File: src/rtl/mem_arb_pkg.sv
// mem_arb_pkg: FSM state encodings and port ids shared by the memory arbiter files.
package mem_arb_pkg;
  typedef enum logic [1:0] {
    IDLE   = 2'd0,
    ACCESS = 2'd1,
    RESP   = 2'd2
  } state_e;
  localparam logic PORT0 = 1'b0;
  localparam logic PORT1 = 1'b1;
endpackage

File: src/rtl/mem_arb_pick.sv
// mem_arb_pick: combinational two-port grant; the pointer names the port that wins a tie.
module mem_arb_pick
  import mem_arb_pkg::*;
(
  input  logic req0,
  input  logic req1,
  input  logic ptr,
  output logic gnt_valid,
  output logic gnt_id
);
  always_comb begin
    gnt_valid = req0 | req1;
    gnt_id    = (ptr == PORT0) ? (req0 ? PORT0 : PORT1) : (req1 ? PORT1 : PORT0);
  end
endmodule

File: src/rtl/mem_arbiter.sv
// mem_arbiter: two-port single-memory arbiter, IDLE->ACCESS->RESP per transaction.
// Define MEM_ARB_ROUND_ROBIN_EN for round-robin priority; otherwise port 0 always wins.
module mem_arbiter
  import mem_arb_pkg::*;
#(
  parameter int DATA_W     = 32,
  parameter int ADDR_LIMIT = 256
) (
  input  logic              clk,
  input  logic              reset,
  input  logic              req0,
  input  logic              req1,
  input  logic [DATA_W-1:0] addr0,
  input  logic [DATA_W-1:0] addr1,
  input  logic [DATA_W-1:0] wdata0,
  input  logic [DATA_W-1:0] wdata1,
  input  logic              we0,
  input  logic              we1,
  output logic              ack0,
  output logic              ack1,
  output logic              err0,
  output logic              err1,
  output logic [DATA_W-1:0] rdata,
  output logic [DATA_W-1:0] mem_addr,
  output logic [DATA_W-1:0] mem_wdata,
  output logic              mem_read,
  output logic              mem_write,
  input  logic [DATA_W-1:0] mem_rdata
);
  state_e            state_q, state_d;
  logic              id_q, we_q;
  logic [DATA_W-1:0] addr_q, wdata_q, rdata_q;
  logic              ptr, gnt_valid, gnt_id, oor, grant;

`ifdef MEM_ARB_ROUND_ROBIN_EN
  logic ptr_q;
  always_ff @(posedge clk) begin
    if (reset) ptr_q <= PORT0;
    else if (grant) ptr_q <= ~gnt_id;
  end
  assign ptr = ptr_q;
`else
  assign ptr = PORT0;
`endif

  mem_arb_pick u_pick (
    .req0      (req0),
    .req1      (req1),
    .ptr       (ptr),
    .gnt_valid (gnt_valid),
    .gnt_id    (gnt_id)
  );

  assign grant = (state_q == IDLE) && gnt_valid;
  assign oor   = addr_q >= DATA_W'(ADDR_LIMIT);

  always_comb begin
    state_d   = (state_q == IDLE) ? (gnt_valid ? ACCESS : IDLE) :
                (state_q == ACCESS) ? RESP : IDLE;
    mem_read  = (state_q == ACCESS) && !we_q && !oor;
    mem_write = (state_q == ACCESS) && we_q && !oor;
    ack0      = (state_q == RESP) && (id_q == PORT0);
    ack1      = (state_q == RESP) && (id_q == PORT1);
    err0      = ack0 && oor;
    err1      = ack1 && oor;
  end

  // The latched request doubles as the memory-side address/data, so they hold between accesses.
  always_ff @(posedge clk) begin
    if (reset) begin
      state_q <= IDLE;
      id_q    <= PORT0;
      we_q    <= 1'b0;
      addr_q  <= '0;
      wdata_q <= '0;
      rdata_q <= '0;
    end else begin
      state_q <= state_d;
      if (grant) begin
        id_q    <= gnt_id;
        we_q    <= gnt_id ? we1 : we0;
        addr_q  <= gnt_id ? addr1 : addr0;
        wdata_q <= gnt_id ? wdata1 : wdata0;
      end
      if (mem_read) rdata_q <= mem_rdata;
    end
  end

  assign rdata     = rdata_q;
  assign mem_addr  = addr_q;
  assign mem_wdata = wdata_q;
endmodule

File: config.mk
export PLATFORM = sky130hd
export DESIGN_NAME = mem_arbiter
export DESIGN_NICKNAME = d
export VERILOG_FILES = /design/src/rtl/mem_arb_pkg.sv /design/src/rtl/mem_arb_pick.sv /design/src/rtl/mem_arbiter.sv
export SDC_FILE = /design/constraint.sdc
export NUM_CORES = 1
export LEC_CHECK = 0
export CAP_MARGIN = 20
export CORE_AREA = 2 2 105 107
export CTS_BUF_LIST = sky130_fd_sc_hd__clkbuf_4
export DETAILED_ROUTE_END_ITERATION = 7
export DIE_AREA = 0 0 107 109
export DONT_BUFFER_PORTS = 1
export PLACE_DENSITY = 0.64
export SYNTH_ARGS = -nofsm -noshare
export SYNTH_HDL_FRONTEND = slang
export SYNTH_SLANG_ARGS = --single-unit
File: constraint.sdc
create_clock -name clk -period 2.5 [get_ports clk]
set_input_delay 0.5 -clock clk [delete_from_list [all_inputs] [get_ports clk]]
set_output_delay 0.5 -clock clk [all_outputs]
set_load 0.01 [all_outputs]
==> qor.yml <==
drt:
  route.detailed.drc: 0
  drt_iter0_markers: 211
  drt-pass1-iter-count: 4
  ant_nets: 0
  wl_per_cell_um: 19.15
  routed_wirelength_um: 11090
  vias: 3276
  vias_per_cell: 5.658
worst_hold_path:
  hold_depth: 1
  hold_end: "rdata[20]"
  hold_start: "reset"
  hold_class: "in2reg"
die:
  core_area_um2: 10600
  rows: 38
  die_h_um: 109
  die_area_um2: 11660
  die_w_um: 107
  ios: 268
  start_util_pct: 40.74
setup_path:
  rrSetupSlack_ps: 710
  cp_max_fo: 3
  cp-start-kind: "flop"
  worst_r2r_path_depth: 5
  max_stage_delay_ps: 390
  slowest_stage: "nor4_1"
  r2r-start: "mem_addr[12]"
  worst-path-buf-inv: 0
  cp_top_family: "simple AND/OR/NAND/NOR gates"
  critical_path_arrival_ps: 1890
  rr_endpoint: "rdata[4]"
  critical_path_class: "reg2out"
  crit_chain: "nor4_1, and4_4, and3_4, and3_4"
  worstPathRequired_ps: 2000
  endpoint_kind: "output port"
  path_common_cell: "and3_4"
grt:
  grt_max_degree: 133
  grt_usage_pct: 17.68
  gr-total-overflow: 0
  grt_pass1_vias: 2976
  grt_antenna_before_repair: 0
  grt_pass1_wl_um: 15910
yosys:
  synth_top_area_cell: "dfxtp_1"
  yosysSeqAreaShare_pct: 46.35
  synth_nets: 628
  avgSynthCellArea_um2: 9.349
  ys_seq_elements: 100
  synth_cells: 462
  synth_top_area_share_pct: 46.35
  yosys.cell_types.count: 27
  yosys-top-cells-area: "dfxtp_1 46%, mux2i_1 15%, a211oi_1 11%"
  netlist_area_um2: 4319
  yosys_warnings: 0
timing:
  finalCritPeriodShare_pct: 95.54
  tns_ps: 0
  finalMaxSlewViolations: 0
  slew_headroom_pct: 62.69
  setup_viol: 0
  hold_violations: 0
  max_slew.worst_pin.slew_ps: 559.7
  skew_ps: 15.98
  clock.fmax_ghz: 0.4187
  holdWs_ps: 127.9
  rsz0062_at_grt: "false"
  finalCriticalPeriod_ps: 2389
placed_design:
  placed_cells: 563
  hpwl_um: 7960
  gp_congestion: 0.7680
  portBuffers: 0
layout:
  final_nets: 600
  final_cells: 579
  drive_above_1_share_pct: 7.973
  diodes: 0
  area_delta_synth_final_pct: 4.056
  final_util_pct: 42.39
power_and_ir_drop:
  peakVddDrop_mv: 0.3004
  leakage_nw: 1.683
  power_density_nw_per_um2: 709.6
  power_mw: 3.189
status:
  outcome: "finished clean"
clock_tree:
  cts_tree: "done"
  hold_buffers: 0
  cts_inserted_buffers: 9
  ctsHtreeMaxLevel: 3
  clockBufferDepth: 2
  insertion_delay_ps: 430
  cts-root-buf: "clkbuf_4"
  cts_setup_buffers: 0
  clk_pin_slew_worst_paths_ps: 140
  cts.sinks: 100
run:
  maxCapViolCount: 0
[logic make-up after synthesis]
group | share of synthesized area [%]
flops | 46.35
simple gates | 13.47
buf+inv | 6.141
mux | 15.06
compound gates | 18.97
[cell usage in the layout (no fill, tap or decap)]
| cell type | n |
|---|---|
| nor4_4 | 1 |
| and3_4 | 2 |
| bufinv_16 | 2 |
| dfxtp_2 | 1 |
| o21ai_1 | 8 |
| and3b_1 | 1 |
| o21ai_0 | 24 |
| nand4_1 | 1 |
| a211oi_1 | 66 |
| mux2i_1 | 65 |
| clkbuf_4 | 10 |
| nor4_2 | 3 |
| buf_4 | 7 |
| dfxtp_1 | 98 |
| and2b_1 | 1 |
| a21oi_2 | 1 |
| nor4_1 | 3 |
| nand4b_1 | 1 |
| clkinv_2 | 3 |
| nand3_1 | 31 |
| and4_4 | 1 |
| a21oi_1 | 31 |
| nor2_1 | 68 |
| nor3_4 | 1 |
| nand3_2 | 1 |
| and4b_1 | 1 |
| nor3b_1 | 1 |
| clkinv_1 | 1 |
| buf_12 | 1 |
| nor2b_1 | 3 |
| dfxtp_4 | 1 |
[metal layers]
layer  part of all wire [%]  track usage [%]  up-vias
li1                       -                -     1632
met3                     10            7.651        7
met1                     40            20.78     1482
met5                      0                0        -
met2                     48            29.39      155
met4                    1.1            5.288        0
[cells in the mapped netlist]
master	count
buf_4	4
nor2_1	68
nand3_1	31
nor3_4	1
dfxtp_1	100
and2b_1	1
and4b_1	1
nand3_2	1
and3_1	2
a211oi_1	66
nand4b_1	1
buf_2	16
mux2i_1	65
o21ai_1	8
nand4_1	1
nor3b_1	1
nor4_1	5
clkbuf_1	19
nor4_2	2
a21oi_2	1
o21ai_0	24
nor2b_1	3
and4_1	1
clkbuf_2	1
and3b_1	1
a21oi_1	31
buf_6	7
[power breakdown]
part	leakage, nW	internal (mW)	switching, mW
Clock	0.0876	0.410	0.516
Combinational	0.771	0.171	0.203
Sequential	0.824	1.72	0.169
[metrics by stage]
| stage | setup WS (ps) | area (um^2) |
|---|---|---|
| floorplan | 634.5 | 4319 |
| global placement | 491.9 | 4302 |
| detailed placement | 432.5 | 4302 |
| CTS | 26.92 | 4474 |
| global route | 8.497 | 4494 |
| finish | 111.5 | 4494 |
[repair_timing]
action / CTS / global route
setup endpoints to repair: 1 / 1
gates resized for setup: 4 / 5
pin swaps: 0 / 0
[sequential cells by signal, summed over array words and instances, names as in the netlist]
name       cells
we_q           1
rdata         32
mem_addr      32
mem_wdata     32
id_q           1
state_q        2
[cell type report]
type	instances	area (um^2)
Sequential cell	100	2007
Timing Repair Buffer	8	72.57
Clock inverter	6	78.83
Clock buffer	10	75.07
Fill cell	1067	6108
Tap cell	140	175.2
Multi-Input combinational cell	315	2086
[how the worst max path moves through the flow]
stage | start | end | cells past startpoint
global route | mem_addr[31] | mem_write | 5
detailed placement | mem_addr[31] | mem_write | 5
global placement | mem_addr[31] | mem_write | 5
floorplan | mem_addr[20] | mem_write | 5
CTS | mem_addr[8] | mem_write | 5
finish | mem_addr[20] | mem_write | 4
Power figures use the tool's default switching activity.
